**config.mk**
```make
export PLATFORM = sky130hd
export DESIGN_NAME = pixel_frame_ctrl
export DESIGN_NICKNAME = d
export VERILOG_FILES = /design/src/rtl/pixel_frame_pkg.sv /design/src/rtl/pixel_ramp_counter.sv /design/src/rtl/pixel_frame_ctrl.sv
export SDC_FILE = /design/constraint.sdc
export NUM_CORES = 1
export LEC_CHECK = 0
export ABC_CLOCK_PERIOD_IN_PS = 7100
export BUFFER_PORTS_ARGS = -buffer_cell sky130_fd_sc_hd__buf_2
export CORE_MARGIN = 8
export CORE_UTILIZATION = 55
export DETAILED_ROUTE_END_ITERATION = 10
export GPL_TIMING_DRIVEN = 1
export PLACE_DENSITY = 0.89
export RECOVER_POWER = 100
export SLEW_MARGIN = 20
export SYNTH_ARGS = -nofsm -noshare
export SYNTH_HDL_FRONTEND = slang
export SYNTH_HIERARCHICAL = 1
export SYNTH_SLANG_ARGS = --single-unit
```
**constraint.sdc**
```tcl
create_clock -name clk -period 7.1 [get_ports clk]
set_input_delay 1.42 -clock clk [delete_from_list [all_inputs] [get_ports clk]]
set_output_delay 1.42 -clock clk [all_outputs]
set_load 0.01 [all_outputs]
```
**src/rtl/pixel_frame_pkg.sv**
```systemverilog
// Shared state encoding and sizing helpers for the pixel frame controller.
package pixel_frame_pkg;

    typedef enum logic [2:0] {
        ST_IDLE,
        ST_ERASE,
        ST_EXPOSE,
        ST_CONVERT,
        ST_READ_ROW,
        ST_OUTPUT
    } state_t;

    // A single-row array still needs a one-bit row index.
    function automatic int row_w(input int num_rows);
        int w;
        w = $clog2(num_rows);
        return (w < 1) ? 1 : w;
    endfunction

endpackage

```
**src/rtl/pixel_ramp_counter.sv**
```systemverilog
// Ramp generator for the conversion phase: counts up while enabled, clears
// synchronously, and flags the last code so the controller can leave CONVERT.
module pixel_ramp_counter #(
    parameter int DATA_W = 8
) (
    input  logic              clk,
    input  logic              reset,
    input  logic              en,
    input  logic              clr,
    output logic [DATA_W-1:0] count,
    output logic              tc
);

    always_ff @(posedge clk) begin
        if (reset || clr) begin
            count <= '0;
        end else if (en) begin
            count <= count + DATA_W'(1);
        end
    end

    assign tc = (count == '1);

endmodule

```
**src/rtl/pixel_frame_ctrl.sv**
```systemverilog
// Frame sequencer for a NUM_ROWS x NUM_COLS pixel array: erase, expose, ramp
// convert, then row-by-row readout over a valid/ready stream.
module pixel_frame_ctrl
    import pixel_frame_pkg::*;
#(
    parameter int NUM_ROWS    = 2,
    parameter int NUM_COLS    = 2,
    parameter int DATA_W      = 8,
    parameter int ERASE_CYC   = 5,
    parameter int READ_SETTLE = 2,
    parameter int CNT_W       = 16
) (
    input  logic                         clk,
    input  logic                         reset,
    input  logic                         start,
    input  logic                         continuous,
    input  logic [CNT_W-1:0]             expose_len,
    input  logic [NUM_COLS*DATA_W-1:0]   pix_bus,
    input  logic                         out_ready,
    output logic                         erase,
    output logic                         expose,
    output logic                         convert,
    output logic [DATA_W-1:0]            adc_code,
    output logic [NUM_ROWS-1:0]          read,
    output logic [NUM_COLS*DATA_W-1:0]   data_out,
    output logic                         data_valid,
    output logic [row_w(NUM_ROWS)-1:0]   row_idx,
    output logic                         frame_done,
    output logic                         busy
);

    localparam int ROW_W = row_w(NUM_ROWS);
    localparam logic [CNT_W-1:0] ERASE_LAST  = CNT_W'(ERASE_CYC - 1);
    localparam logic [CNT_W-1:0] SETTLE_LAST = CNT_W'(READ_SETTLE - 1);
    localparam logic [ROW_W-1:0] ROW_LAST    = ROW_W'(NUM_ROWS - 1);

    state_t             state;
    state_t             next_state;
    logic [CNT_W-1:0]   tcnt;
    logic [CNT_W-1:0]   tcnt_next;
    logic [CNT_W-1:0]   exp_len_q;
    logic [ROW_W-1:0]   row;
    logic [ROW_W-1:0]   row_next;
    logic               latch_len;
    logic               capture;
    logic               frame_done_d;
    logic               ramp_tc;

    // The ramp only runs inside CONVERT and is held at zero everywhere else.
    pixel_ramp_counter #(.DATA_W(DATA_W)) u_ramp (
        .clk   (clk),
        .reset (reset),
        .en    (state == ST_CONVERT),
        .clr   (next_state != ST_CONVERT),
        .count (adc_code),
        .tc    (ramp_tc)
    );

    always_comb begin
        next_state   = state;
        tcnt_next    = tcnt;
        row_next     = row;
        latch_len    = 1'b0;
        capture      = 1'b0;
        frame_done_d = 1'b0;
        case (state)
            ST_IDLE: begin
                if (start) begin
                    next_state = ST_ERASE;
                    tcnt_next  = '0;
                    latch_len  = 1'b1;
                end
            end
            ST_ERASE: begin
                if (tcnt == ERASE_LAST) begin
                    next_state = ST_EXPOSE;
                    tcnt_next  = '0;
                end else begin
                    tcnt_next = tcnt + CNT_W'(1);
                end
            end
            ST_EXPOSE: begin
                if (tcnt == exp_len_q - CNT_W'(1)) begin
                    next_state = ST_CONVERT;
                    tcnt_next  = '0;
                end else begin
                    tcnt_next = tcnt + CNT_W'(1);
                end
            end
            ST_CONVERT: begin
                if (ramp_tc) begin
                    next_state = ST_READ_ROW;
                    row_next   = '0;
                    tcnt_next  = '0;
                end
            end
            ST_READ_ROW: begin
                if (tcnt == SETTLE_LAST) begin
                    next_state = ST_OUTPUT;
                    capture    = 1'b1;
                    tcnt_next  = '0;
                end else begin
                    tcnt_next = tcnt + CNT_W'(1);
                end
            end
            ST_OUTPUT: begin
                if (data_valid && out_ready) begin
                    if (row == ROW_LAST) begin
                        frame_done_d = 1'b1;
                        if (continuous) begin
                            next_state = ST_ERASE;
                            latch_len  = 1'b1;
                        end else begin
                            next_state = ST_IDLE;
                        end
                    end else begin
                        row_next   = row + ROW_W'(1);
                        next_state = ST_READ_ROW;
                    end
                end
            end
            default: begin
                next_state = ST_IDLE;
            end
        endcase
    end

    // Outputs are decoded from the next state so they line up with the state they describe.
    always_ff @(posedge clk) begin
        if (reset) begin
            state      <= ST_IDLE;
            tcnt       <= '0;
            row        <= '0;
            exp_len_q  <= '0;
            erase      <= 1'b0;
            expose     <= 1'b0;
            convert    <= 1'b0;
            read       <= '0;
            data_out   <= '0;
            data_valid <= 1'b0;
            row_idx    <= '0;
            frame_done <= 1'b0;
            busy       <= 1'b0;
        end else begin
            state      <= next_state;
            tcnt       <= tcnt_next;
            row        <= row_next;
            if (latch_len) begin
                exp_len_q <= (expose_len == '0) ? CNT_W'(1) : expose_len;
            end
            erase      <= (next_state == ST_ERASE);
            expose     <= (next_state == ST_EXPOSE);
            convert    <= (next_state == ST_CONVERT);
            read       <= (next_state == ST_READ_ROW) ? (NUM_ROWS'(1) << row_next) : '0;
            data_valid <= (next_state == ST_OUTPUT);
            frame_done <= frame_done_d;
            busy       <= (next_state != ST_IDLE);
            if (capture) begin
                data_out <= pix_bus;
                row_idx  <= row;
            end
        end
    end

endmodule

```
==> results.cfg, run 1 <==
[status]
status = finished, violations left
violations = capacitance limit, slew limit

[clock_tree]
htree_levels = 3
clockBufferDepth = 2
cts_tree = done
cts_hold_buf = 0
clock_latency_ns = 0.35
root_buffer = clkbuf_8
postCtsSetupBuffers = 0
ctsResizeCount = 0
cts_made_buffers = 9
clkSinkCount = 69
clk_pin_slew_ns = 0.08

[global_routing]
grt_overflow = 0
grt_pass1_wl_mm = 14.2
antenna_found_initial = 0
grt_pass1_vias = 3132
grtUsageTotal = 0.192
met3_usage = 0.0549
grt_busiest_layer = met2
grtUsageMet2 = 0.305
grt_max_degree = 55
grtUsageMet1 = 0.231

[layout]
regArea_um2 = 1380
most-common-layout-cells = 69 x dfxtp_1, 66 x nor2_1, 35 x mux2i_1, 35 x buf_2, 34 x clkbuf_1
multi_input_area_um2 = 2020
layout_commonest_cell = dfxtp_1
num-nets-final = 514
drive_gt1_frac = 0.128
syn_to_final_growth_pct = 13.3
n_antenna_cell = 0
fin_util = 0.639
num-fill-cells = 556

[worst_setup_path]
critPathMaxFanout = 54
worstPathArrival_ns = 4.51
cp.required_ns = 7.33
cp_num_buf_inv = 1
cp-end-kind = flip-flop
cp-start-kind = input pin
path_class = in2reg
cp_cell_sequence = clkbuf_1 -> nor4_1 -> o31ai_1 -> nand3_1 -> and3_1 -> a221o_1
cp_top_family = buffers and inverters
cpPeakStageDelay_ns = 1.48
critical-path-slowest-cell = clkbuf_1

[synthesis]
ys_seq_area_frac = 0.388
yosys_warnings = 6
syn_area_per_cell_um2 = 8.56
yosys.cell_types.count = 56
syn_nets = 458
ys.flop_type = dfxtp_1
synthCells = 416
synth_enable_flop_cells = 0
ys_seq_elements = 69
synthArstFlopShare = 0
netlist_area_um2 = 3560

[die]
design.core.area_um2 = 6310
die_w_um = 96.5
ios = 70
rows = 29
die_h_um = 96.5
die_area_um2 = 9300
start_util = 0.564

[sta]
finalSetupViolCount = 0
worst_slew_pin_slew_ns = 2.13
fin_skew_ns = 0.00788
slew_viol_final = 74
period_share = 0.603
hold_ws_ns = 0.505
max_freq_mhz = 234
relSlewSlack = -0.417
hold_viol = 0
finalSetupTns_ns = 0
rsz0062_at_grt = false
worst_slack_ns = 2.82
period_needed_ns = 4.28

[route]
drtIter0Drc = 206
first_pass_iters = 4
num_vias = 3242
drc_errors = 0
wl_mm = 8.41
vias_per_cell = 5.86
ant_nets = 0
wl_per_cell_um = 15.2

[pwr]
worst_ir_drop_vdd_v = 0.000147
p_leak_nw = 1.59
power.density_nw_per_um2 = 206

[placement]
dp_hpwl_mm = 6.16
globalplace.congestion = 0.855
post-place-ws_ns = 3.09
io_buffers = 69

[worst_hold_path]
holdCritPathClass = reg2reg

[flow_run]
cap_violations = 2
==> routing by layer <==
| layer | up-vias | routed length (um) |
|---|---|---|
| met5 | - | 0 |
| li1 | 1608 | - |
| met2 | 117 | 4040 |
| met4 | 0 | 161 |
| met3 | 14 | 610 |
| met1 | 1503 | 3610 |
==> power by group <==
part / total (W) / internal, W / switching (W)
clock network: 0.000310 / 0.000160 / 0.000150
registers: 0.000409 / 0.000396 / 0.0000136
logic: 0.000110 / 0.0000493 / 0.0000612
total: 0.000830 / 0.000605 / 0.000225
==> layout make-up <==
cell class,count,share of cell area
Timing Repair Buffer,69,0.0751
Clock buffer,9,0.0307
Inverter,10,0.00931
Multi-Input combinational cell,313,0.502
Sequential cell,69,0.343
Clock inverter,6,0.0161
Tap cell,77,0.0239
==> worst min-delay path: cells and delay by family (launching register included) <==
| kind | cells | cell delay [ns] |
|---|---|---|
| and+or+nand+nor | 1 | 0.08 |
| muxes | 1 | 0.07 |
| DFF | 1 | 0.33 |
==> registers in the layout (all words and copies together), names as in the netlist <==
| signal | cells |
|---|---|
| busy | 1 |
| convert | 1 |
| data_out | 16 |
| data_valid | 1 |
| erase | 1 |
| exp_len_q | 16 |
| expose | 1 |
| frame_done | 1 |
| read | 2 |
| row | 1 |
| row_idx | 1 |
| state | 3 |
| tcnt | 16 |
| u_ramp/count | 8 |
==> worst paths after layout <==
kind	start	endpoint	slack (ns)	cells past startpoint
max	reset	tcnt[3]	2.82	6
min	data_out[10]	data_out[10]	0.50	2
max reg2reg	exp_len_q[4]	tcnt[3]	3.40	8
min reg2reg	data_out[10]	data_out[10]	0.50	2
==> metrics by stage <==
stage	cells	total power [W]	area (um^2)
after global placement	538	0.000523	3890
after detailed placement	538	0.000526	3890
after global routing	553	0.000866	4030
after CTS	553	0.000834	4080
after floorplan	416	0.000499	3560
final	553	0.000830	4030
==> kinds of logic (layout without fill, tap and decap cells) <==
family / Yosys count / after routing / share of synthesized area
AO/OA/AOI/OAI: 66 / 66 / 0.127
XOR/XNOR: 23 / 23 / 0.0566
adder cells (fa/ha/maj): 5 / 5 / 0.0176
buffers and inverters: 34 / 94 / 0.0432
flip-flops: 69 / 69 / 0.388
multiplexers: 36 / 36 / 0.102
AND/OR/NAND/NOR: 183 / 183 / 0.266
==> cells in the mapped netlist (2+ instances only) <==
master      n  share of area
nor3b_1     3         0.0063
ha_1        5          0.018
a221o_1     2         0.0056
nor4_1     10          0.018
a22o_1      2         0.0049
a21oi_1    14          0.020
dfxtp_1    69           0.39
buf_6       3         0.0095
nand2_1    25          0.026
buf_2       3         0.0042
nand3b_1    4         0.0084
o2bb2ai_1   2         0.0049
nand4_1     7          0.012
o41ai_1     2         0.0049
a21o_1      3         0.0063
nor3_1     16          0.022
o31ai_1     7          0.015
and3_1     12          0.021
mux2i_1    35          0.098
o21ai_0     7         0.0098
nor2_1     66          0.070
inv_1      10          0.011
or2_2       3         0.0053
clkbuf_1   17          0.018
or4_4       2         0.0063
o21a_1      2         0.0042
and4_1      2         0.0049
or3_1       3         0.0053
xnor2_1     6          0.015
o21ai_1     4         0.0056
nand2b_1    4         0.0070
or3_2       2         0.0042
a31oi_1     6          0.011
a211oi_1    3         0.0063
or4_1       3         0.0063
o31a_1      3         0.0074
nand3_1    11          0.015
xor2_1     17          0.042
o21bai_1    2         0.0042
nor2b_1     3         0.0053
No activity file was read; power rests on OpenSTA's default activity.
==> run 2: changes to the inputs <==
--- a/config.mk
+++ b/config.mk
@@ -5,7 +5,7 @@
 export SDC_FILE = /design/constraint.sdc
 export NUM_CORES = 1
 export LEC_CHECK = 0
-export ABC_CLOCK_PERIOD_IN_PS = 7100
+export ABC_CLOCK_PERIOD_IN_PS = 3960
 export BUFFER_PORTS_ARGS = -buffer_cell sky130_fd_sc_hd__buf_2
 export CORE_MARGIN = 8
 export CORE_UTILIZATION = 55
==> constraint.sdc (replaced) <==
create_clock -name clk -period 3.96 [get_ports clk]
set_input_delay 0.792 -clock clk [delete_from_list [all_inputs] [get_ports clk]]
set_output_delay 0.792 -clock clk [all_outputs]
set_load 0.01 [all_outputs]
==> results.cfg, run 2 (same netlist as run 1, synthesis figures left out) <==
[layout]
largestRegisters = data_out: 16 flops, exp_len_q: 16 flops, tcnt: 16 flops
drive_gt1_frac = 0.131
num-fill-cells = 521
layout_commonest_cell = dfxtp_1
final_area_um2 = 4050
n_antenna_cell = 0
stdcell_count = 557
most-common-layout-cells = 69 x dfxtp_1, 65 x nor2_1, 36 x clkbuf_1
syn_to_final_growth_pct = 13.8
num-nets-final = 518

[worst_hold_path]
hold_path_startpoint = data_out[15]
holdCritPathClass = reg2reg

[sta]
slew_viol_final = 46
fin_skew_ns = 0.00833
period_share = 0.876
rsz0062_at_grt = false
finalSetupTns_ns = 0
finalSetupViolCount = 0
hold_viol = 0
period_needed_ns = 3.47
relSlewSlack = -0.250
worst_slew_pin_slew_ns = 1.87
max_freq_mhz = 288

[die]
die_h_um = 96.5
die_area_um2 = 9300
die_w_um = 96.5
ios = 70
start_util = 0.564
rows = 29
design.core.area_um2 = 6310

[clock_tree]
clk_pin_slew_ns = 0.07
ctsResizeCount = 0
root_buffer = clkbuf_8
clock_latency_ns = 0.34
clockBufferDepth = 2
clkSinkCount = 69
htree_levels = 3
cts_made_buffers = 9
cts_hold_buf = 0
postCtsSetupBuffers = 0
cts_tree = done

[pwr]
power.density_nw_per_um2 = 367
p_leak_nw = 1.60
report.power.total_w = 0.00149
worst_ir_drop_vdd_v = 0.000277

[placement]
io_buffers = 69
place_area_um2 = 3920
globalplace.congestion = 0.913
dp_cells = 542
dp_hpwl_mm = 6.46

[global_routing]
grt_pass1_wl_mm = 14.3
grtUsageTotal = 0.192
grt_max_degree = 46
antenna_found_initial = 0
grt_overflow = 0
grt_pass1_vias = 3196

[worst_setup_path]
r2r-start = exp_len_q[4]
cp-end-kind = flip-flop
cp-start-kind = flip-flop
cp_cell_sequence = or4_1 -> nor2_1 -> mux2_2 -> or4_1 -> nor3_1 -> a31oi_1 -> or2_1 -> or2_0 -> a21oi_1
cpPeakStageDelay_ns = 0.62
critPathMaxFanout = 8
cp.required_ns = 4.22
worstPathArrival_ns = 3.74
cp-startpoint = exp_len_q[4]
cpMostUsedCell = or4_1
critical-path-slowest-cell = or4_1
path_class = reg2reg

[route]
wl_per_cell_um = 15.8
drc_errors = 1
first_pass_iters = 8
num_vias = 3306
wl_mm = 8.77
drtIter0Drc = 292
ant_nets = 0
vias_per_cell = 5.94

[status]
violations = DRC, capacitance limit, slew limit
status = finished, violations left

[flow_run]
cap_violations = 1
run 2: cell types whose count changed in the layout (fill, tap and decap cells not counted), sizes merged:
cell | before | now
clkbuf | 43 | 45
buf | 35 | 37
run 2: layout make-up:
| type | instances | area, um^2 | area share |
|---|---|---|---|
| clock buffers | 9 | 124 | 0.0306 |
| well taps | 77 | 96.3 | 0.0238 |
| flip-flops and latches | 69 | 1380 | 0.341 |
| inverters | 10 | 37.5 | 0.00926 |
| clock inverters | 6 | 65.1 | 0.0161 |
| repair buffers | 73 | 325 | 0.0803 |
| multi-input cells | 313 | 2020 | 0.499 |
run 2: per-stage QoR:
| stage | setup WS [ns] | util | hold slack [ns] |
|---|---|---|---|
| detailed placement | 0.617 | 0.620 | 0.481 |
| global route | 0.293 | 0.642 | 0.523 |
| global placement | 0.730 | 0.620 | 0.468 |
| floorplan | 0.757 | - | 0.464 |
| CTS | 0.579 | 0.650 | 0.499 |
| finish | 0.489 | 0.642 | 0.501 |
run 2: routing by layer:
metal / track usage / vias up / wire [um]
li1: - / 1609 / -
met1: 0.229 / 1514 / 3760
met2: 0.303 / 148 / 4020
met3: 0.0587 / 35 / 715
met4: 0.105 / 0 / 275
met5: 0 / - / 0
run 2: power by group:
part | switching [W] | leakage, nW | internal, W | total [W]
combinational | 0.000113 | 0.949 | 0.0000870 | 0.000200
clock | 0.000265 | 0.0950 | 0.000287 | 0.000552
sequential | 0.0000247 | 0.559 | 0.000709 | 0.000734
total | 0.000403 | 1.60 | 0.00108 | 0.00149
run 2: path summary, 6_finish.rpt:
kind	end	slack, ns	cells past startpoint
max reg2reg	u_ramp/count[7]	0.49	9
min	data_out[15]	0.50	2
min reg2reg	data_out[15]	0.50	2
max	u_ramp/count[7]	0.49	9
run 2: worst max-delay path: cells and delay by family, from the launching register on:
family | cells | cell delay, ns
AOI/OAI and AO/OA | 2 | 0.45
DFF | 1 | 0.40
muxes | 1 | 0.34
and+or+nand+nor | 6 | 2.20
==> run 3: changes to the inputs <==
--- a/config.mk
+++ b/config.mk
@@ -6,12 +6,12 @@
 export NUM_CORES = 1
 export LEC_CHECK = 0
 export ABC_CLOCK_PERIOD_IN_PS = 3960
-export BUFFER_PORTS_ARGS = -buffer_cell sky130_fd_sc_hd__buf_2
 export CORE_MARGIN = 8
 export CORE_UTILIZATION = 55
 export DETAILED_ROUTE_END_ITERATION = 10
+export DONT_BUFFER_PORTS = 1
 export GPL_TIMING_DRIVEN = 1
-export PLACE_DENSITY = 0.89
+export PLACE_DENSITY = 0.79
 export RECOVER_POWER = 100
 export SLEW_MARGIN = 20
 export SYNTH_ARGS = -nofsm -noshare
==> results.cfg, run 3 (same netlist as run 1, synthesis figures left out) <==
[status]
status = completed

[sta]
period_needed_ns = 3.40
rsz0062_at_grt = false
relSlewSlack = 0.199
fin_skew_ns = 0.0146
slew_viol_final = 0
max_freq_mhz = 294
hold_viol = 0
period_share = 0.859
finalSetupViolCount = 0
finalSetupTns_ns = 0
worst_slew_pin_slew_ns = 1.20
worst_slack_ns = 0.557

[layout]
drive_gt1_frac = 0.0681
num-nets-final = 448
regArea_um2 = 1380
largestRegisters = data_out: 16 flops, exp_len_q: 16 flops, tcnt: 16 flops
num-fill-cells = 563
layout_commonest_cell = dfxtp_1
syn_to_final_growth_pct = 6.19
multi_input_area_um2 = 2020
n_antenna_cell = 0
most-common-layout-cells = 69 x dfxtp_1, 65 x nor2_1, 35 x mux2i_1

[worst_setup_path]
cp_top_family = simple AND/OR/NAND/NOR gates
path_class = reg2reg
cp_num_buf_inv = 0
critPathMaxFanout = 8
rrSetupSlack_ns = 0.56
cp_cell_sequence = or4_1 -> nor2_1 -> mux2_2 -> or4_1 -> nor3_1 -> a31oi_1 -> or2_1 -> or2_0 -> a21oi_1
cp-end-kind = flip-flop
cpMostUsedCell = or4_1
cp-start-kind = flip-flop
r2r-start = exp_len_q[4]
worstPathArrival_ns = 3.69
regToRegEndpoint = u_ramp/count[6]
critical-path-slowest-cell = or4_1
cpPeakStageDelay_ns = 0.60
reg2reg_depth = 9
cp.required_ns = 4.24

[global_routing]
grt_pass1_wl_mm = 13.1
grtUsageTotal = 0.178
antenna_found_initial = 0
grt_pass1_vias = 2843
grt_overflow = 0
grt_max_degree = 55

[clock_tree]
cts_hold_buf = 0
root_buffer = clkbuf_8
clk_pin_slew_ns = 0.08
clkSinkCount = 69
postCtsSetupBuffers = 0
clockBufferDepth = 2
htree_levels = 3
cts_tree = done
cts_made_buffers = 9
clock_latency_ns = 0.36
ctsResizeCount = 0

[pwr]
worst_ir_drop_vdd_v = 0.000290
p_leak_nw = 1.44
power.density_nw_per_um2 = 412

[die]
die_area_um2 = 9300
ios = 70
die_h_um = 96.5
design.core.area_um2 = 6310
start_util = 0.564
rows = 29
die_w_um = 96.5

[worst_hold_path]
hold_path_startpoint = exp_len_q[15]
hold_path_depth = 2
holdCritPathClass = reg2reg
min_to = exp_len_q[15]

[route]
drc_errors = 0
ant_nets = 0
num_vias = 2936
vias_per_cell = 6.02
drtIter0Drc = 246
first_pass_iters = 5
wl_mm = 7.89
wl_per_cell_um = 16.2

[placement]
globalplace.congestion = 0.835
dp_hpwl_mm = 5.94
io_buffers = 0
post-place-ws_ns = 0.683

[flow_run]
cap_violations = 0
run 3: cell types whose count changed in the layout (fill, tap and decap cells not counted), sizes merged:
cell    change
buf        -36
clkbuf     -34
clkinv      -4
inv         +4
bufinv      +1
run 3: per-layer routing:
metal	vias up	global-route usage	wire, um
met2	87	0.272	3670
met3	12	0.0680	673
met4	0	0.0858	144
met5	-	0	0
met1	1361	0.215	3400
li1	1476	-	-
run 3: through the flow:
stage,instances,power (W),hold slack [ns],cell area [um^2],util
global placement,472,0.000911,0.498,3560,0.565
global route,488,0.00162,0.493,3780,0.599
finish,488,0.00156,0.524,3780,0.599
detailed placement,472,0.000915,0.505,3560,0.565
floorplan,416,0.000895,0.464,3560,-
CTS,488,0.00157,0.499,3790,0.600
run 3: worst max path at each step:
stage	cells past startpoint	end	slack (ns)	startpoint
after floorplan	12	u_ramp/count[5]	0.76	exp_len_q[2]
after global placement	9	u_ramp/count[5]	0.72	exp_len_q[4]
after detailed placement	9	u_ramp/count[6]	0.68	exp_len_q[4]
after CTS	9	u_ramp/count[6]	0.66	exp_len_q[4]
after global routing	9	u_ramp/count[6]	0.37	exp_len_q[4]
final	9	u_ramp/count[6]	0.56	exp_len_q[4]
run 3: final cells by class:
type | instances | area share
inverter | 10 | 0.00993
clock buffer | 9 | 0.0328
timing repair buffer | 3 | 0.00397
tap | 77 | 0.0255
clock inverter | 7 | 0.0271
multi-input combinational | 313 | 0.535
sequential | 69 | 0.365
run 3: power breakdown:
group | internal [W] | switching, W | total (W)
clock network | 0.000363 | 0.000295 | 0.000658
registers | 0.000709 | 0.0000252 | 0.000734
logic | 0.0000738 | 0.0000898 | 0.000164
total | 0.00115 | 0.000410 | 0.00156
run 3: worst min-delay path: stages, from the launching register on:
cell and delay [ns]:
dfxtp_1 0.35, mux2i_1 0.07, nor2_1 0.07
